<file path="src/rtl/seg_scan_module_pkg.sv">
// Shared definitions for the multiplexed 7-segment scanner.
//   scan_state_t : per-slot phase (ghosting guard, then digit drive)
//   HEX_GLYPH    : active-high a..g patterns (bit 0 = a, bit 6 = g) for hex 0..F
package seg_scan_module_pkg;

    typedef enum logic {
        ST_BLANK = 1'b0,
        ST_DRIVE = 1'b1
    } scan_state_t;

    localparam logic [6:0] HEX_GLYPH [16] = '{
        7'h3F, 7'h06, 7'h5B, 7'h4F,   // 0 1 2 3
        7'h66, 7'h6D, 7'h7D, 7'h07,   // 4 5 6 7
        7'h7F, 7'h6F, 7'h77, 7'h7C,   // 8 9 A b
        7'h39, 7'h5E, 7'h79, 7'h71    // C d E F
    };

endpackage

</file>
<file path="src/rtl/seg_scan_module_hex.sv">
// seg_hex_decode: combinational nibble to 7-segment glyph lookup.
//   nibble : 4-bit hex value
//   glyph  : active-high segments a..g on bits 0..6
module seg_hex_decode
    import seg_scan_module_pkg::*;
(
    input  logic [3:0] nibble,
    output logic [6:0] glyph
);

    always_comb begin
        glyph = HEX_GLYPH[nibble];
    end

endmodule

</file>
<file path="src/rtl/seg_scan_module.sv">
// seg_scan_module: four-digit multiplexed hex display scanner.
// Each digit owns a slot of DIV_FACTOR clocks; the first BLANK_CYCLES of a
// slot drive everything off to suppress ghosting. New display contents are
// staged in a pending register and only take effect at the digit 3->0 wrap,
// so a frame never shows a mix of old and new values.
//   clk        : clock, rising edge
//   rst        : asynchronous active-high reset
//   data       : four hex nibbles, data[3:0] = digit 0
//   dp_en      : decimal point enable per digit
//   blank_en   : per-digit blank (slot kept, segments off)
//   load       : one-cycle strobe capturing data/dp_en/blank_en
//   seg        : segments a..g on bits 0..6, dp on bit 7 (registered)
//   dig        : one-hot digit select (registered)
//   frame_done : one-cycle pulse when the index wraps 3->0 (registered)
module seg_scan_module
    import seg_scan_module_pkg::*;
#(
    parameter int unsigned DIV_FACTOR   = 48_000,
    parameter int unsigned BLANK_CYCLES = 480,
    parameter bit          ACTIVE_LOW   = 1'b1
) (
    input  logic        clk,
    input  logic        rst,
    input  logic [15:0] data,
    input  logic [3:0]  dp_en,
    input  logic [3:0]  blank_en,
    input  logic        load,
    output logic [7:0]  seg,
    output logic [3:0]  dig,
    output logic        frame_done
);

    localparam logic [31:0] CNT_LAST   = 32'(DIV_FACTOR - 1);
    localparam logic [31:0] BLANK_LAST = 32'(BLANK_CYCLES) - 32'd1;
    localparam logic [7:0]  SEG_OFF    = {8{ACTIVE_LOW}};
    localparam logic [3:0]  DIG_OFF    = {4{ACTIVE_LOW}};

    logic [31:0] cnt;
    logic [1:0]  idx;
    scan_state_t state, state_nxt;
    logic        tick;
    logic        wrap;

    logic [15:0] disp_data, pend_data;
    logic [3:0]  disp_dp, disp_bl, pend_dp, pend_bl;
    logic        pend_flag;

    logic [3:0]  nibble;
    logic [6:0]  glyph;
    logic [7:0]  seg_ah;
    logic [3:0]  dig_ah;

    assign tick = (cnt == CNT_LAST);
    assign wrap = tick && (idx == 2'd3);

    // Prescaler and digit index
    always_ff @(posedge clk or posedge rst) begin
        if (rst) begin
            cnt <= '0;
            idx <= '0;
        end else if (tick) begin
            cnt <= '0;
            idx <= idx + 2'd1;
        end else begin
            cnt <= cnt + 32'd1;
        end
    end

    always_ff @(posedge clk or posedge rst) begin
        if (rst) state <= ST_BLANK;
        else     state <= state_nxt;
    end

    // BLANK covers slot counts 0..BLANK_CYCLES-1; a zero guard goes straight to DRIVE.
    always_comb begin
        state_nxt = state;
        if (tick) begin
            state_nxt = (BLANK_CYCLES == 0) ? ST_DRIVE : ST_BLANK;
        end else if (state == ST_BLANK) begin
            if ((BLANK_CYCLES == 0) || (cnt == BLANK_LAST))
                state_nxt = ST_DRIVE;
        end
    end

    // Pending/display registers; a load on the wrap edge bypasses pending.
    always_ff @(posedge clk or posedge rst) begin
        if (rst) begin
            disp_data <= '0;
            disp_dp   <= '0;
            disp_bl   <= '0;
            pend_data <= '0;
            pend_dp   <= '0;
            pend_bl   <= '0;
            pend_flag <= 1'b0;
        end else begin
            if (load) begin
                pend_data <= data;
                pend_dp   <= dp_en;
                pend_bl   <= blank_en;
            end
            if (wrap) begin
                pend_flag <= 1'b0;
                if (load) begin
                    disp_data <= data;
                    disp_dp   <= dp_en;
                    disp_bl   <= blank_en;
                end else if (pend_flag) begin
                    disp_data <= pend_data;
                    disp_dp   <= pend_dp;
                    disp_bl   <= pend_bl;
                end
            end else if (load) begin
                pend_flag <= 1'b1;
            end
        end
    end

    assign nibble = disp_data[{idx, 2'b00} +: 4];

    seg_hex_decode u_hex (
        .nibble (nibble),
        .glyph  (glyph)
    );

    always_comb begin
        seg_ah = '0;
        dig_ah = '0;
        if (state == ST_DRIVE) begin
            dig_ah = 4'b0001 << idx;
            if (!disp_bl[idx])
                seg_ah = {disp_dp[idx], glyph};
        end
    end

    // Output registers; polarity is applied only here.
    always_ff @(posedge clk or posedge rst) begin
        if (rst) begin
            seg        <= SEG_OFF;
            dig        <= DIG_OFF;
            frame_done <= 1'b0;
        end else begin
            seg        <= seg_ah ^ SEG_OFF;
            dig        <= dig_ah ^ DIG_OFF;
            frame_done <= wrap;
        end
    end

endmodule

</file>
<file path="config.mk">
export PLATFORM = sky130hd
export DESIGN_NAME = seg_scan_module
export DESIGN_NICKNAME = d
export VERILOG_FILES = /design/src/rtl/seg_scan_module_pkg.sv /design/src/rtl/seg_scan_module_hex.sv /design/src/rtl/seg_scan_module.sv
export SDC_FILE = /design/constraint.sdc
export NUM_CORES = 1
export LEC_CHECK = 0
export CAP_MARGIN = 10
export CORE_MARGIN = 10
export CORE_UTILIZATION = 35
export DETAILED_ROUTE_END_ITERATION = 12
export PLACE_DENSITY = 0.59
export SYNTH_ARGS = -nofsm -noshare
export SYNTH_HDL_FRONTEND = slang
export SYNTH_SLANG_ARGS = --single-unit
export TNS_END_PERCENT = 50
</file>
<file path="constraint.sdc">
create_clock -name clk -period 4.1 [get_ports clk]
set_input_delay 0.82 -clock clk [delete_from_list [all_inputs] [get_ports clk]]
set_output_delay 0.82 -clock clk [all_outputs]
set_load 0.05 [all_outputs]
</file>
==> results of run 1 <==
==> critical path, stage by stage (launching register included) <==
cell and delay (ns):
sky130_fd_sc_hd__dfrtp_1 0.68, sky130_fd_sc_hd__ha_1 0.30, sky130_fd_sc_hd__o21ai_0 0.17, sky130_fd_sc_hd__nor4_4 0.54, sky130_fd_sc_hd__buf_4 0.35, sky130_fd_sc_hd__mux2_2 0.37
==> flip-flops by register name (all words and copies together) (netlist names), 2 cells and up <==
| register | flops |
|---|---|
| cnt | 32 |
| disp_data | 16 |
| pend_data | 16 |
| seg | 8 |
| dig | 4 |
| disp_bl | 4 |
| disp_dp | 4 |
| pend_bl | 4 |
| pend_dp | 4 |
| idx | 2 |
==> power breakdown <==
group / leakage, nW / internal, mW / total [mW] / switching (mW)
Combinational: 0.856 / 0.0450 / 0.0836 / 0.0387
Sequential: 1.24 / 0.981 / 0.985 / 0.00494
Clock: 0.136 / 0.449 / 0.800 / 0.351
==> logic make-up after synthesis <==
kind of cell    count (synthesis)  share of synthesized area [%]
compound gates                 17                           2.61
xor+xnor                       29                           5.83
fa+ha+maj                      11                           3.16
buf+inv                        28                           2.81
flops                          97                           56.0
mux                            56                           16.0
simple gates                  106                           13.5
==> metal layers <==
layer,GRT usage [%],part of all wire [%],up-vias
li1,-,-,1308
met1,13.3,48,1352
met2,15.0,47,45
met3,2.13,3.7,9
met4,4.51,1.7,0
met5,0,0,-
==> cell type report <==
type	instances	area, sq um	area share [%]
clock buffer	13	260	4.99
clock inverter	3	25.0	0.480
inverter	15	57.6	1.10
multi-input combinational	219	1790	34.4
sequential	97	2440	46.8
tap	168	210	4.03
timing repair buffer	44	428	8.20
==> worst paths after layout <==
path	start	endpoint	slack, ns
worst min-delay path	cnt[31]	cnt[31]	0.48
worst max register to register	idx[0]	disp_data[1]	1.57
max in group asynchronous	rst	dig[3]	2.25
min in group asynchronous	rst	pend_bl[0]	1.00
worst min register to register	cnt[31]	cnt[31]	0.48
worst max-delay path	idx[0]	disp_data[1]	1.57
==> through the flow <==
step,setup slack [ns],hold slack (ns)
2_1_floorplan,0.766,0.430
3_3_place_gp,1.25,0.475
3_5_place_dp,1.21,0.478
4_1_cts,1.53,0.492
5_1_grt,1.35,0.508
6_report,1.57,0.483
==> cells in the final DEF, fill, tap and decap left out, types with 4 or more instances in the layout <==
cell | synthesis | layout
sky130_fd_sc_hd__inv_1 | 15 | 14
sky130_fd_sc_hd__nand2_1 | 16 | 16
sky130_fd_sc_hd__xnor2_1 | 13 | 13
sky130_fd_sc_hd__buf_4 | 0 | 5
sky130_fd_sc_hd__nor2_1 | 17 | 17
sky130_fd_sc_hd__clkdlybuf4s50_1 | 0 | 39
sky130_fd_sc_hd__o221ai_1 | 4 | 4
sky130_fd_sc_hd__xor2_1 | 16 | 16
sky130_fd_sc_hd__mux4_2 | 6 | 6
sky130_fd_sc_hd__dfrtp_1 | 85 | 85
sky130_fd_sc_hd__nand4_1 | 10 | 10
sky130_fd_sc_hd__nor2b_1 | 7 | 7
sky130_fd_sc_hd__nor3_1 | 12 | 12
sky130_fd_sc_hd__mux2_2 | 50 | 50
sky130_fd_sc_hd__clkbuf_16 | 0 | 9
sky130_fd_sc_hd__dfstp_2 | 12 | 12
sky130_fd_sc_hd__nand3_1 | 14 | 14
sky130_fd_sc_hd__ha_1 | 11 | 11
sky130_fd_sc_hd__a21oi_1 | 5 | 5
sky130_fd_sc_hd__nor4_1 | 11 | 11
==> metrics list, run 1 <==
- Post-route clock period utilization: approximately three fifths
* Synth Net Count: 382
- Setup violations remaining at the end of the flow were counted as 0.
- Summed over all failing endpoints, the final setup total negative slack is 0 ns.
- Summed over all layers, the routed wires come to 8280 microns.
- For this run, the total global-route usage over all layers was measured as 9.93%.
- After detailed placement, the design holds a cell count of 543.
* Total Power Consumption: 1.87 mW
- Critical Path End Type: flop
* Data required time at the worst endpoint: 4.32 ns
* Power per cell area: around 360 nW/um^2
- The run finished with clean final reports.
* Flip-flop and latch count after synthesis: 97
- Summing every instance area after synthesis gives 4360 sq um.
- Worst clock skew: 0.00947 ns
* RSZ-0062 raised after global routing: no
- PortBufs: 39
- The core region is 12100 sq um.
- The worst path needs 2.53 ns of the cycle, external delays included.
* IO Pins: 40
- Fraction of layout cells with a size suffix above 1: a little under a quarter
- R2r worst-path depth: 5
- Critical-path maximum fanout: 18
- CTS saw 97 sinks.
- Top-count cell post-synth: sky130_fd_sc_hd__dfrtp_1
* Post-cts resize count: 0
* Number of buffers inserted by post-CTS setup repair: 0
* Ranking of synthesized cells by area: sky130_fd_sc_hd__dfrtp_1, sky130_fd_sc_hd__mux2_2, sky130_fd_sc_hd__dfstp_2
- The pre-antenna-repair detailed-routing pass consisted of 4 iterations.
* Most frequently used flop master after synthesis: sky130_fd_sc_hd__dfrtp_1
* Detailed-route DRC error count: 0
- Relative max-transition margin: 37.9%
- The analysis attributes to cell leakage a power of approximately 2.2 nW.
- After detailed routing, the number of vias per cell comes to between 4 and 5.
- Post-synthesis sequential area ratio: 56.0%
- Measured along the x axis, the die boundary spans between 100 and 150 microns.
- Antenna viol nets, final: 0
* Via total after detailed routing: approximately 2.7k
* Vertical die dimension: 132 microns
* Synth warnings: 0
- Final global-route overflow total: 0
- Maximum number of pins on one net before global-route repair: 55
* Clock H-tree levels: 3
* Antenna violations before repair: 0
- Averaged over all synthesized cells, the footprint is 12.7 sq um.
* Peak ir drop on the vdd network: 204 uV
* Sum of net half-perimeters after detailed placement: between 5000 and 6000 microns
- After clock tree synthesis, the clock-pin slew on the worst setup and hold paths is around 0.07 ns.
- After the last flow step, the layout net total stands at 424.
- Vias in the first global route: 2820
* Commonest cells in the netlist: sky130_fd_sc_hd__dfrtp_1, sky130_fd_sc_hd__mux2_2, sky130_fd_sc_hd__nor2_1, sky130_fd_sc_hd__nand2_1, sky130_fd_sc_hd__xor2_1
* Critical path type: reg2reg
- TritonCTS built the clock tree.
- Die area: 17300 sq um
- Non-Filler Instances: 559
* Number of enable flip-flop cells after synthesis: 0
- 0 antenna diodes ended up in the layout.
* WP data arrival: 2.76 ns
- Placement Cell Area: 4930 sq um
- The tightest min-delay check is of the reg2reg type.
- Final Hold Violating Endpoints: 0
- Core utilization of the finished layout: 43.1%
- Row cnt: 40
- Top cell type's share of synthesized area: approximately 49%
* Final number of max-transition violations: 0
* Violation count after the first detailed-route iteration: 118
* Hold-fix buffers, CTS: 0
- Slew of the pin with the lowest slew margin: 0.931 ns
- Across the run, the number of max-cap violations was 0.
- Maximum frequency from static timing analysis: around 390 MHz
- Counting the fill cells in the layout gives 1132.
- Counting flops with an async set or reset pin after synthesis yields a share of 100%.
- In this run, distinct cell masters in the synthesized netlist total 39.
- Total clock buffers created by CTS: 9
- For this configuration, the core starts out at a cell density of 36.0%.
* Most area-hungry cell type in the Yosys netlist: sky130_fd_sc_hd__dfrtp_1
- Critical Path Start Type: flop
- Worst Hold Path Cells: 1
* Synthesis-to-finish area growth: 19.7%
- The clock passes through at most 2 buffers.
- Routability-driven placement finished with a final weighted congestion of ~0.78.
- Clock Latency Late Sink: 0.34 ns
- The finished cells cover 5220 sq um.
- The tree is rooted in a sky130_fd_sc_hd__clkbuf_16.
* Avg WL per Cell: 14.8 microns
* Cells after synthesis: between 300 and 400
* First-pass GRT wire length: 14200 microns
No activity file was read; power rests on OpenSTA's default activity.
==> run 2, diff against run 1 <==
==> constraint.sdc (replaced) <==
create_clock -name clk -period 2.6 [get_ports clk]
set_input_delay 0.52 -clock clk [delete_from_list [all_inputs] [get_ports clk]]
set_output_delay 0.52 -clock clk [all_outputs]
set_load 0.05 [all_outputs]
==> run 2 against run 1 <==
Register-to-register slack got worse by 1.1 ns. Non-clock buffer count increased by 3. Global-route usage about the same. Die area unchanged. Sequential share of layout area decreased by 0.61 points. Via count increased by 0.85%. Critical path depth decreased by 4. Sequential power increased by 57%. Combinational power increased by 65%. Sequential cell count unchanged. Largest cell class unchanged. Largest power group unchanged.
==> metrics list, run 2 (synthesized netlist as in run 1, its figures left out) <==
* Antenna violations before repair: 0 (unchanged)
- Max stage delay cell, worst path: sky130_fd_sc_hd__clkdlybuf4s50_1
- The required time at the worst-slack endpoint came to 2.08 ns (-2.24 ns).
- Post-route minimum period: 2.19 ns
* Vias per Instance: 4.87 (+0.31%)
- Filler Cell Count: 1157 (+2.2%)
- The TritonCTS sink count was 97 (unchanged).
- The net count reported at finish came to 427 (+0.71%).
* Post-cts resize count: 0 (unchanged)
- The number of DRC markers after the initial detailed-route iteration was 112 (-5.1%).
- Critical-path maximum fanout: 1 (-17)
- Clk network pwr share: 43.1% (+0.3 points)
* Die area: 17300 sq um (unchanged)
- Critical Path Start Type: flop
- Vias in the first global route: 2788 (-1.1%)
* Fraction of layout cells with a size suffix above 1: 24.6% (+1.1 points)
- The run finished with clean final reports.
- Counting flops per register, the top entry is cnt.
- Final global-route overflow total: 0 (unchanged)
* Maximum frequency from static timing analysis: 456 MHz
* Hold-fix buffers, CTS: 0 (unchanged)
- RSZ-0062 raised after global routing: no
* Cell internal pwr: 2.33 mW (+58%)
- Type of the tightest min-delay check: reg2reg
- Commonest cells after routing, fill and taps aside: sky130_fd_sc_hd__dfrtp_1, sky130_fd_sc_hd__mux2_2, sky130_fd_sc_hd__clkdlybuf4s50_1
- Post-route clock period utilization: roughly 84%
- Setup violators final: 0 (unchanged)
- Delay of the slowest critical-path stage: 0.80 ns (+0.12 ns)
- Leak: 2.26 nW (+1.3%)
* Vertical die dimension: 132 microns (unchanged)
* Final Hold Violating Endpoints: 0 (unchanged)
* First-pass DRT Iterations: 4 (unchanged)
- Number of buffers inserted by post-CTS setup repair: 0 (unchanged)
- IO Pins: 40 (unchanged)
- The DRC violation count after routing came to 0 (unchanged).
- The routability congestion estimate was 0.841 (+8.3%).
- The instance area at placement is 4990 sq um (+1.3%).
* Cell family with most CP delay: buffers and inverters
* Register clock-pin slew on the reported worst setup and hold paths: 0.07 ns (about the same)
* Avg WL per Cell: 14.8 microns (+0.19%)
- The worst max-slew margin expressed relative to the limit was 61.2% (+23 points).
- The number of placement rows is 40 (unchanged).
* Root Driver: sky130_fd_sc_hd__clkbuf_16
- The count of buffers from port buffering is 39 (unchanged).
* Most common library cell in the layout ignoring fill and taps: sky130_fd_sc_hd__dfrtp_1
- Walking the worst path, the cells encountered are clkdlybuf4s50_1.
* Highest-utilization routing layer at the global route stage: met2
- Number of buffers on the longest clock path: 2 (unchanged)
- The wire length of the first global-routing pass came to 14000 microns (-1.7%).
- The total number of vias is 2737 (+0.85%).
* Die Wd: 132 microns (unchanged)
- The data arrival at the endpoint of the critical path is 1.67 ns (-1.09 ns).
- Met3 usage: 2.90% (+0.76 points)
- The met1 global-route usage came to 12.5% (-0.72 points).
* Critical path type: reg2out
- Total wire length: 8340 microns (+0.72%)
- Slew of the pin with the lowest slew margin: 0.580 ns (-0.351 ns)
- STA classifies the critical path endpoint as a primary output.
- Sw Pwr: 646 uW (+64%)
- The area inside the core boundary came to 12100 sq um (unchanged).
* Switching share of power: 21.7% (+0.60 points)
- The number of max-slew violations in the final report was 0 (unchanged).
- Antenna diode count: 0 (unchanged)
- The maximum ir drop on the vdd rail was 297 uV (+46%).
- The TritonCTS buffer count is 9 (unchanged).
- Share of total power in sequential cells: 52.3% (-0.4 points)
- Clock H-tree levels: 3 (unchanged)
* Met2 demand-to-capacity share in global routing: 15.0% (-0.084 points)
* Worst clock skew: 0.00996 ns (+0.000489 ns)
* Total Neg Setup Slack: 0 ns (unchanged)
- Post-layout instance area: 5290 sq um (+1.3%)
- Starting Density: 36.0% (unchanged)
- Antenna viol nets, final: 0 (unchanged)
* Number of buffers and inverters on the critical path: 1 (unchanged)
- Relative to the synthesized area, the layout overhead comes to 21.3%.
- The largest net degree at the start of global routing is 44 (-20%).
* Reported max-cap violation count: 0 (unchanged)
- The worst-skew pair later-pin latency came to 0.35 ns (about the same).
- Top Registers: cnt x32, disp_data x16, pend_data x16
- Gate power share: 4.7% (+0.2 points)
- CTS tree: built
- Total Routing Usage GR: 9.88% (-0.042 points)
- The post-detailed-placement half-perimeter wirelength came to 5990 microns (+1.9%).
- The flip-flop count of the largest register, all copies and words added came to 32 (unchanged).
- Power per cell area: 563 nW/um^2 (+57%)
==> run 2: power by group through the flow <==
stage | Combinational, mW | Sequential [mW] | Clock, mW
final | 0.138 | 1.55 | 1.28
after global routing | 0.155 | 1.56 | 1.37
after CTS | 0.144 | 1.55 | 1.32
after detailed placement | 0.143 | 1.58 | 0
after global placement | 0.141 | 1.58 | 0
after floorplan | 0.0734 | 1.58 | 0
==> run 2: layer usage <==
| layer | vias to the layer above | routed length [microns] | share of wire [%] |
|---|---|---|---|
| met5 | - | 0 | 0 |
| met2 | 47 | 3870 | 46 |
| met1 | 1371 | 3940 | 47 |
| li1 | 1305 | - | - |
| met3 | 14 | 367 | 4.4 |
| met4 | 0 | 155 | 1.9 |
==> run 2: worst paths after layout <==
kind	start	endpoint	slack, ns	cells past startpoint
min in group asynchronous	rst	cnt[26]	0.58	2
worst max register to register	cnt[24]	idx[1]	0.43	5
worst min-delay path	cnt[31]	cnt[31]	0.49	1
worst min register to register	cnt[31]	cnt[31]	0.49	1
worst max-delay path	seg[7]	seg[7]	0.41	1
max in group asynchronous	rst	seg[7]	1.39	3
==> run 2: metrics by stage <==
| stage | instances | hold slack [ns] | total power [mW] | setup slack, ns | util [%] |
|---|---|---|---|---|---|
| 2_1_floorplan | 344 | 0.430 | 1.65 | 0.502 | - |
| 3_3_place_gp | 546 | 0.475 | 1.72 | 0.375 | 41.2 |
| 3_5_place_dp | 546 | 0.481 | 1.73 | 0.353 | 41.2 |
| 4_1_cts | 562 | 0.490 | 3.01 | 0.380 | 43.6 |
| 5_1_grt | 562 | 0.508 | 3.09 | 0.224 | 43.6 |
| 6_report | 562 | 0.489 | 2.97 | 0.407 | 43.6 |
==> run 2: layout make-up <==
type	count	area, sq um	area share [%]
Multi-Input combinational cell	219	1790	33.9
Tap cell	168	210	3.98
Clock buffer	11	253	4.78
Timing Repair Buffer	47	488	9.23
Inverter	15	60.1	1.14
Clock inverter	5	38.8	0.734
Sequential cell	97	2440	46.2
